$ cat src/rtl/vgafb_pixelsink_if.sv
// Pixel stream and FML write bus of the framebuffer pixel sink.
//
// Handshake rules:
//   pixel stream: the source holds pixel_valid and pixel stable until it
//   sees pixel_ack. A pixel is consumed in every cycle where pixel_valid and
//   pixel_ack are both high. pixel_ack may depend combinationally on
//   pixel_valid.
//   FML: the master raises fml_stb (with fml_we) and holds fml_adr/fml_do
//   stable until the slave returns a one-cycle fml_ack. The transfer
//   completes on that ack, and the master drops fml_stb in the next cycle.
interface vgafb_pixelsink_if;
  logic        pixel_valid;
  logic [15:0] pixel;
  logic        pixel_ack;
  logic [31:0] fml_adr;
  logic        fml_stb;
  logic        fml_we;
  logic [3:0]  fml_sel;
  logic [31:0] fml_do;
  logic        fml_ack;

  // The pixel sink: consumes pixels and masters the FML bus.
  modport master (
    input  pixel_valid, pixel, fml_ack,
    output pixel_ack, fml_adr, fml_stb, fml_we, fml_sel, fml_do
  );

  // The environment: the pixel source and the FML slave.
  modport slave (
    output pixel_valid, pixel, fml_ack,
    input  pixel_ack, fml_adr, fml_stb, fml_we, fml_sel, fml_do
  );
endinterface

$ cat src/rtl/vgafb_pixelsink.sv
// Framebuffer pixel sink: packs RGB565 pixel pairs into 32-bit words,
// buffers them in a small FIFO and writes them one word at a time over FML,
// walking a frame of nwords words from baseaddress and wrapping at the end.
module vgafb_pixelsink #(
  parameter int FIFO_DEPTH_LOG2 = 3
) (
  input  logic        sys_clk,
  input  logic        sys_rst,
  input  logic        enable,
  input  logic [18:0] nwords,
  input  logic [31:0] baseaddress,
  output logic        baseaddress_ack,
  output logic        frame_done,
  output logic [0:0]  dbg_state,
  vgafb_pixelsink_if.master bus
);

  localparam int DEPTH = 1 << FIFO_DEPTH_LOG2;
  localparam logic [FIFO_DEPTH_LOG2:0]   FULL_COUNT = {1'b1, {FIFO_DEPTH_LOG2{1'b0}}};
  localparam logic [FIFO_DEPTH_LOG2:0]   CNT_ONE    = (FIFO_DEPTH_LOG2 + 1)'(1);
  localparam logic [FIFO_DEPTH_LOG2-1:0] PTR_ONE    = FIFO_DEPTH_LOG2'(1);

  localparam logic [0:0] S_IDLE = 1'b0;
  localparam logic [0:0] S_REQ  = 1'b1;

  // Packer and FIFO
  logic [31:0]                mem_q [DEPTH];
  logic [FIFO_DEPTH_LOG2-1:0] wr_ptr_q;
  logic [FIFO_DEPTH_LOG2-1:0] rd_ptr_q;
  logic [FIFO_DEPTH_LOG2:0]   count_q;
  logic                       half_q;
  logic [15:0]                hi_q;

  // Write engine
  logic [0:0]  state_q, state_d;
  logic [31:0] adr_q, adr_d;
  logic [31:0] do_q, do_d;
  logic [18:0] wcounter_q, wcounter_d;
  logic        armed_q, armed_d;
  logic        ba_q, ba_d;
  logic        fd_q, fd_d;

  logic        fifo_full;
  logic        fifo_empty;
  logic        accept;
  logic        push;
  logic        pop;
  logic [31:0] push_word;
  logic [31:0] base_word;
  logic [18:0] nwords_eff;
  logic        unused_base_bits;

  assign fifo_full  = (count_q == FULL_COUNT);
  assign fifo_empty = (count_q == '0);
  assign accept     = bus.pixel_valid & enable & ~fifo_full;
  // The second pixel of a pair completes a word that is written this edge.
  assign push       = accept & half_q;
  assign push_word  = {hi_q, bus.pixel};
  assign base_word  = {baseaddress[31:2], 2'b00};
  assign nwords_eff = (nwords == 19'd0) ? 19'd1 : nwords;
  assign unused_base_bits = ^baseaddress[1:0];

  // Pack pixel pairs and keep FIFO pointers; disabling drops everything.
  always_ff @(posedge sys_clk or posedge sys_rst) begin
    if (sys_rst) begin
      wr_ptr_q <= '0;
      rd_ptr_q <= '0;
      count_q  <= '0;
      half_q   <= 1'b0;
      hi_q     <= '0;
    end else if (!enable) begin
      wr_ptr_q <= '0;
      rd_ptr_q <= '0;
      count_q  <= '0;
      half_q   <= 1'b0;
    end else begin
      if (accept) begin
        half_q <= ~half_q;
        if (!half_q) hi_q <= bus.pixel;
      end
      if (push) wr_ptr_q <= wr_ptr_q + PTR_ONE;
      if (pop)  rd_ptr_q <= rd_ptr_q + PTR_ONE;
      unique case ({push, pop})
        2'b10:   count_q <= count_q + CNT_ONE;
        2'b01:   count_q <= count_q - CNT_ONE;
        default: count_q <= count_q;
      endcase
    end
  end

  // FIFO storage; contents need no reset since count_q guards reads.
  always_ff @(posedge sys_clk) begin
    if (push) mem_q[wr_ptr_q] <= push_word;
  end

  // Next-state logic: start a write from the FIFO head, wait for the ack,
  // advance or wrap the frame position. armed_q records that baseaddress
  // has been sampled since the last time enable was low.
  always_comb begin
    state_d    = state_q;
    adr_d      = adr_q;
    do_d       = do_q;
    wcounter_d = wcounter_q;
    armed_d    = armed_q & enable;
    ba_d       = 1'b0;
    fd_d       = 1'b0;
    pop        = 1'b0;
    unique case (state_q)
      S_IDLE: begin
        if (!enable) begin
          adr_d      = base_word;
          wcounter_d = 19'd1;
        end else if (!armed_q) begin
          adr_d      = base_word;
          wcounter_d = 19'd1;
          armed_d    = 1'b1;
          ba_d       = 1'b1;
        end else if (!fifo_empty) begin
          do_d    = mem_q[rd_ptr_q];
          pop     = 1'b1;
          state_d = S_REQ;
        end
      end
      S_REQ: begin
        if (bus.fml_ack) begin
          state_d = S_IDLE;
          if (wcounter_q == nwords_eff) begin
            wcounter_d = 19'd1;
            adr_d      = base_word;
            ba_d       = 1'b1;
            fd_d       = 1'b1;
          end else begin
            wcounter_d = wcounter_q + 19'd1;
            adr_d      = adr_q + 32'd4;
          end
        end
      end
      default: state_d = S_IDLE;
    endcase
  end

  // Write engine registers; reset drops a pending strobe asynchronously.
  always_ff @(posedge sys_clk or posedge sys_rst) begin
    if (sys_rst) begin
      state_q    <= S_IDLE;
      adr_q      <= '0;
      do_q       <= '0;
      wcounter_q <= 19'd1;
      armed_q    <= 1'b0;
      ba_q       <= 1'b0;
      fd_q       <= 1'b0;
    end else begin
      state_q    <= state_d;
      adr_q      <= adr_d;
      do_q       <= do_d;
      wcounter_q <= wcounter_d;
      armed_q    <= armed_d;
      ba_q       <= ba_d;
      fd_q       <= fd_d;
    end
  end

  assign bus.pixel_ack   = accept;
  assign bus.fml_stb     = (state_q == S_REQ);
  assign bus.fml_we      = (state_q == S_REQ);
  assign bus.fml_sel     = 4'hF;
  assign bus.fml_adr     = adr_q;
  assign bus.fml_do      = do_q;
  assign baseaddress_ack = ba_q;
  assign frame_done      = fd_q;
  assign dbg_state       = state_q;

endmodule

$ cat src/flat_wrapper.sv
// flat-port wrapper written by rule: the top's interface ports become plain ports
module vgafb_pixelsink_flat 
#(
  parameter int FIFO_DEPTH_LOG2 = 3
)
  (sys_clk, sys_rst, enable, nwords, baseaddress, baseaddress_ack, frame_done, dbg_state, bus_pixel_valid, bus_pixel, bus_fml_ack, bus_pixel_ack, bus_fml_adr, bus_fml_stb, bus_fml_we, bus_fml_sel, bus_fml_do);
  vgafb_pixelsink_if bus_i ();
  input  logic sys_clk;
  input  logic sys_rst;
  input  logic enable;
  input  logic [18:0] nwords;
  input  logic [31:0] baseaddress;
  output logic baseaddress_ack;
  output logic frame_done;
  output logic [0:0] dbg_state;
  input wire logic [$bits(bus_i.pixel_valid)-1:0] bus_pixel_valid;
  input wire logic [$bits(bus_i.pixel)-1:0] bus_pixel;
  input wire logic [$bits(bus_i.fml_ack)-1:0] bus_fml_ack;
  output wire logic [$bits(bus_i.pixel_ack)-1:0] bus_pixel_ack;
  output wire logic [$bits(bus_i.fml_adr)-1:0] bus_fml_adr;
  output wire logic [$bits(bus_i.fml_stb)-1:0] bus_fml_stb;
  output wire logic [$bits(bus_i.fml_we)-1:0] bus_fml_we;
  output wire logic [$bits(bus_i.fml_sel)-1:0] bus_fml_sel;
  output wire logic [$bits(bus_i.fml_do)-1:0] bus_fml_do;
  assign bus_i.pixel_valid = bus_pixel_valid;
  assign bus_i.pixel = bus_pixel;
  assign bus_i.fml_ack = bus_fml_ack;
  assign bus_pixel_ack = bus_i.pixel_ack;
  assign bus_fml_adr = bus_i.fml_adr;
  assign bus_fml_stb = bus_i.fml_stb;
  assign bus_fml_we = bus_i.fml_we;
  assign bus_fml_sel = bus_i.fml_sel;
  assign bus_fml_do = bus_i.fml_do;
  vgafb_pixelsink #(.FIFO_DEPTH_LOG2(FIFO_DEPTH_LOG2)) u_core (.sys_clk(sys_clk), .sys_rst(sys_rst), .enable(enable), .nwords(nwords), .baseaddress(baseaddress), .baseaddress_ack(baseaddress_ack), .frame_done(frame_done), .dbg_state(dbg_state), .bus(bus_i));
endmodule
$ cat config.mk
export PLATFORM = sky130hd
export DESIGN_NAME = vgafb_pixelsink_flat
export DESIGN_NICKNAME = d
export VERILOG_FILES = /design/src/rtl/vgafb_pixelsink_if.sv /design/src/rtl/vgafb_pixelsink.sv /design/src/flat_wrapper.sv
export SDC_FILE = /design/constraint.sdc
export NUM_CORES = 1
export LEC_CHECK = 0
export CORE_MARGIN = 4
export CORE_UTILIZATION = 48
export CTS_BUF_LIST = sky130_fd_sc_hd__clkbuf_8 sky130_fd_sc_hd__clkbuf_16
export DETAILED_ROUTE_END_ITERATION = 6
export HOLD_SLACK_MARGIN = 0.02
export PLACE_DENSITY_LB_ADDON = 0.2
export SLEW_MARGIN = 20
export SYNTH_ARGS = -nofsm -noshare
export SYNTH_HDL_FRONTEND = slang
export SYNTH_SLANG_ARGS = --single-unit
$ cat constraint.sdc
create_clock -name sys_clk -period 12.28 [get_ports sys_clk]
set_input_delay 1.842 -clock sys_clk [delete_from_list [all_inputs] [get_ports sys_clk]]
set_output_delay 1.842 -clock sys_clk [all_outputs]
set_load 0.05 [all_outputs]
* After elaboration in Yosys (flattened, before gate mapping) *
Memory sizes are Yosys's and may differ from the RTL's. A register that Yosys moved wholly into a read port is not among the register bits.
Index checks and enable logic that the tools add are counted.

operators by class
  add/sub/neg operators = 6
  eq/ne operators = 10
  muxes and demuxes = 36
  bitwise operators = 8
  reduce and logical (&&, ||, !) cells = 5

operators with widths
  operator                                                             number
  32-bit two-way mux                                                   4
  19-bit two-way mux                                                   5
  32-bit one-hot mux with 2 select lines                               1
  19-bit one-hot mux with 2 select lines                               1
  32-bit by 3-bit adder with 32-bit output (second input constant)     1
  19-bit by 1-bit adder with 19-bit output (second input constant)     1
  19-bit equality test                                                 1
  19-bit logical NOT                                                   1
  1-bit two-way mux                                                    17
  3-bit two-way mux                                                    4
  4-bit one-hot mux with 2 select lines                                1
  3-bit by 1-bit adder with 3-bit output (second input constant)       2
  2-bit by 1-bit != test with 1-bit output (second input constant)     3
  4-bit by 1-bit adder with 4-bit output (second input constant)       1
  1-bit AND                                                            4
  4-bit equality test (second input constant)                          1
  4-bit logical NOT                                                    1
  4-bit two-way mux                                                    1
  1-bit inverter                                                       4
  1-bit one-hot mux with 2 select lines                                2
  4-bit AND reduction                                                  1
  4-bit by 1-bit subtractor with 4-bit output (second input constant)  1
  3-bit by 1-bit != test with 1-bit output (second input constant)     1
  3-bit != test (second input constant)                                1
  5 further kinds                                                      5

word-level totals
  register bits = 82
  memory bits (writable) = 256
  input bits = 72
  output and inout bits = 74
  memories = 1

memories
  name          depth  bits a word  rd ports  clocked after memory_dff  wr ports  RTL line               RTL
  u_core.mem_q  8      32           1         1                         1         vgafb_pixelsink.sv:27  logic [31:0] mem_q [DEPTH];

* Logic depth before layout (Yosys ltp) *
  word-level depth = 8
  gate-level depth with buffers = 11
  depth with buffers taken out = 10

* Worst setup path before layout *
OpenSTA, ideal clock, no wires.

  path kind = input to register
  start = input port enable
  end = memory u_core.mem_q[4][0], enable pin
  arrival time = 6648 ps
  required time = 11767 ps
  setup slack = 5119 ps
  cell stages on the path = 4
  buffers on the path = 0
  cells stage by stage = nand2_1 a21oi_1 nand2_1 nor4b_1

on the way
  longest elaborated chain between the ends = 5

RTL lines
  element                                  RTL line               RTL
  from (decl)                              flat_wrapper.sv:10     input logic enable;
  1-bit AND (2 in series)                  vgafb_pixelsink.sv:55  assign accept = bus.pixel_valid & enable & ~fifo_full;
  net bus_pixel_ack                        flat_wrapper.sv:19     output wire logic [$bits(bus_i.pixel_ack)-1:0] bus_pixel_ack;
  1-bit AND                                vgafb_pixelsink.sv:57  assign push = accept & half_q;
  1-bit two-way mux                        vgafb_pixelsink.sv:93  if (push) mem_q[wr_ptr_q] <= push_word;
  1-bit two-way mux (implied by the code)  vgafb_pixelsink.sv:93
  to (decl)                                vgafb_pixelsink.sv:27

The timed path passes the listed nets, and every way through them passes these cells.

* Worst setup path after layout *
  start = input port enable
  end = output port bus_pixel_ack

on the way
  longest elaborated chain between the ends = 2

RTL lines
  element                  RTL line
  1-bit AND (2 in series)  vgafb_pixelsink.sv:55
  to (decl)                flat_wrapper.sv:19

No other way between the ends.

==> metrics.yaml <==
clock_tree:
  ctsResizeCount: 0
  cts_tree: "built"
  ctsLongestPathBuffers: 3
  cts.reportedPaths.clkPinSlew_ps: 60
  htreeDepth: 2
  clock_latency_ps: 530
  cts_sinks: 368
  root_buffer: "clkbuf_16"
  cts_hold_buf: 0
  post_cts_buffers: 0
  cts-buffers-inserted: 39
sta:
  relSlewSlack_pct: 34.2
  min_period_ps: 5850
  fmax_mhz: 171
  slew_viol_final: 0
  max_slew.worst_pin.slew_ps: 988
  finalSetupViolCount: 0
  tns_ps: 0
  min_period_over_period_pct: 47.6
  fin_hold_ws_ps: 524
  final-hold-violation-count: 0
  worst_clock_skew_ps: 21.2
  worst_slack_ps: 6430
  rsz0062_at_grt: "no"
setup_path:
  crit_buf_inv: 2
  crit_chain: "clkdlybuf4s50_1 -> nand2_1 -> a21oi_1 -> clkdlybuf4s50_1"
  reg2reg_depth: 6
  required_ps: 10440
  start_kind: "input pin"
  cp.arrival_ps: 4010
  r2r-end: "u_core.wcounter_q[6]"
  path_class: "input pin to output port"
  slowest_delay_ps: 890
  r2r_setup_slack_ps: 9360
  cp_max_fo: 15
  critPathTopFamily: "buffers and inverters"
  endpoint_kind: "output port"
  critical_path.most_common_cell: "clkdlybuf4s50_1"
  r2r_start: "u_core.wcounter_q[13]"
  slowest_stage: "clkdlybuf4s50_1"
global_route:
  grt_max_degree: 72
  antenna_found_initial: 0
  grt_overflow: 0
  grt_pass1_vias: 8854
  grt_pass1_wl_mm: 51.3
  grt.total_usage_pct: 18.6
cells_and_area:
  drive_above_1_share_pct: 15.4
  final_area_mm2: 0.0184
  diodes: 0
  final_core_util_pct: 58.4
  nNetsFinal: 1195
  synthToLayoutAreaGrowth_pct: 20.0
yosys:
  synth_fa_ha_area_share_pct: 0.621
  synth_edf_count: 256
  ys_ff_latch: 368
  async_flop_share_pct: 30.4
  synth_ff_type: "edfxtp_1"
  syn_inst: 971
  synth_compound_area_share_pct: 5.33
  ys.warnings.count: 0
  postSynthAreaPerCell_um2: 15.8
  synthXorXnorAreaFrac_pct: 1.94
  synth_top_family_by_area: "multiplexers"
  ys_types: 60
  ys_seq_area_share_pct: 68.5
  yosys.area_share.simple_pct: 7.14
  synth_area_mm2: 0.0153
  synthMuxAreaShare_pct: 14.2
placed_design:
  hpwl_mm: 18.6
  place.gp.congestion: 0.788
  dp_slack_ps: 6380
  io_buffers: 137
  dpl_cell_area_mm2: 0.0171
floorplanning:
  num_rows: 65
  die_area_mm2: 0.0348
  die_w_um: 187
  chipHeight_um: 187
  start_util_pct: 48.6
  top_level_ports: 146
  core_mm2: 0.0315
drt:
  wl_mm: 32.6
  drc: 0
  drt-pass1-iter-count: 4
  drt-wirelength-per-cell_um: 21.1
  ant_nets: 0
  drt_iter0_markers: 620
  viasPerCell: 5.67
  via_count: 8772
power:
  vdd_drop_max_uv: 132
  power_density_mw_per_mm2: 222
  p_leak_nw: 6.36
worst_hold_path:
  whs_path_depth: 1
  whs_endpoint: "u_core.count_q[3]"
  worstHoldStart: "u_core.count_q[3]"
  hold_class: "flop to flop"
run:
  maxCapViolCount: 0
outcome:
  status: "complete, no violations"
## registers in the layout (all words and copies together) (netlist names)
name,flops
u_core.mem_q,256
u_core.bus.fml_do,32
u_core.bus.fml_adr,30
u_core.wcounter_q,19
u_core.hi_q,16
u_core.count_q,4
u_core.rd_ptr_q,3
u_core.wr_ptr_q,3
u_core.armed_q,1
u_core.baseaddress_ack,1
u_core.bus.fml_stb,1
u_core.frame_done,1
u_core.half_q,1
## cells in the mapped netlist, types with 3 or more instances
library cell / count / area, um2
edfxtp_1: 256 / 7690
dfrtp_1: 111 / 2780
mux4_2: 64 / 1440
nor2_1: 63 / 236
mux2i_1: 55 / 551
a21oi_1: 52 / 260
nand2_1: 50 / 188
nand3_1: 35 / 175
clkbuf_1: 32 / 120
xor2_1: 22 / 193
inv_1: 19 / 71.3
o21ai_0: 19 / 95.1
nor3_1: 18 / 90.1
mux2_2: 16 / 180
a2bb2oi_1: 15 / 131
nor4_1: 14 / 87.6
buf_2: 12 / 60.1
xnor2_1: 12 / 105
nand4_1: 10 / 62.6
and3_1: 9 / 56.3
a22oi_1: 8 / 60.1
buf_4: 8 / 60.1
a22o_1: 6 / 52.6
ha_1: 6 / 75.1
nor2b_1: 6 / 37.5
and2_1: 5 / 31.3
and4_1: 3 / 26.3
nor3b_1: 3 / 22.5
## cells by family after synthesis
group	count (synthesis)
xor+xnor	34
buf+inv	74
mux	135
other cells	2
compound gates	125
fa+ha+maj	7
simple gates	226
flops	368
## cells in the final DEF, fill, tap and decap left out, types with 8 or more instances in the layout
cell,instances
mux4_2,64
and3_1,9
a21oi_1,52
clkbuf_16,39
nor4_1,13
o21ai_0,19
xor2_1,22
dfrtp_1,108
nand3_1,35
edfxtp_1,256
a22oi_1,8
inv_1,33
clkdlybuf4s50_1,137
mux2_2,16
a2bb2oi_1,15
nor2_1,61
nor3_1,16
buf_4,18
xnor2_1,12
nand2_1,50
nand4_1,10
mux2i_1,55
## per-layer routing
| layer | global-route usage [%] | share of wire, % |
|---|---|---|
| met3 | 3.33 | 5.2 |
| met1 | 27.1 | 45 |
| met4 | 3.87 | 1.5 |
| met5 | 0 | 0 |
| met2 | 29.9 | 48 |
## worst reg2reg max path: cells and delay by family (launching register included)
family | cells | cell delay (ps)
compound gates | 2 | 1180
xor+xnor | 1 | 190
flops | 1 | 440
simple gates | 3 | 1010
## per-stage QoR
step                      total power [mW]  instances
after floorplan                       2.59        975
after global placement                2.97       1477
after detailed placement              3.00       1477
after CTS                             4.12       1548
after global routing                  4.28       1548
final                                 4.08       1548
## power breakdown
part / internal [mW] / switching [mW] / leakage [nW]
registers: 1.55 / 0.191 / 3.64
clock network: 0.653 / 0.461 / 0.666
logic: 0.467 / 0.760 / 2.05
## layout make-up
cell class / count / area, um2
clock inverters: 27 / 186
multi-input cells: 533 / 4560
well taps: 402 / 503
inverters: 19 / 73.8
clock buffers: 44 / 1040
fillers: 2449 / 13100
flip-flops and latches: 368 / 10500
repair buffers: 155 / 1510
## how the worst max path moves through the flow
stage,startpoint,end,slack (ps),depth (start not counted)
6_report,enable,bus_pixel_ack,6430,4
3_3_place_gp,enable,bus_pixel_ack,6420,4
3_5_place_dp,enable,bus_pixel_ack,6380,4
4_1_cts,enable,bus_pixel_ack,6380,4
5_1_grt,enable,bus_pixel_ack,6240,4
2_1_floorplan,enable,u_core.mem_q[4][0],5120,4
No activity file was read; power rests on OpenSTA's default activity.
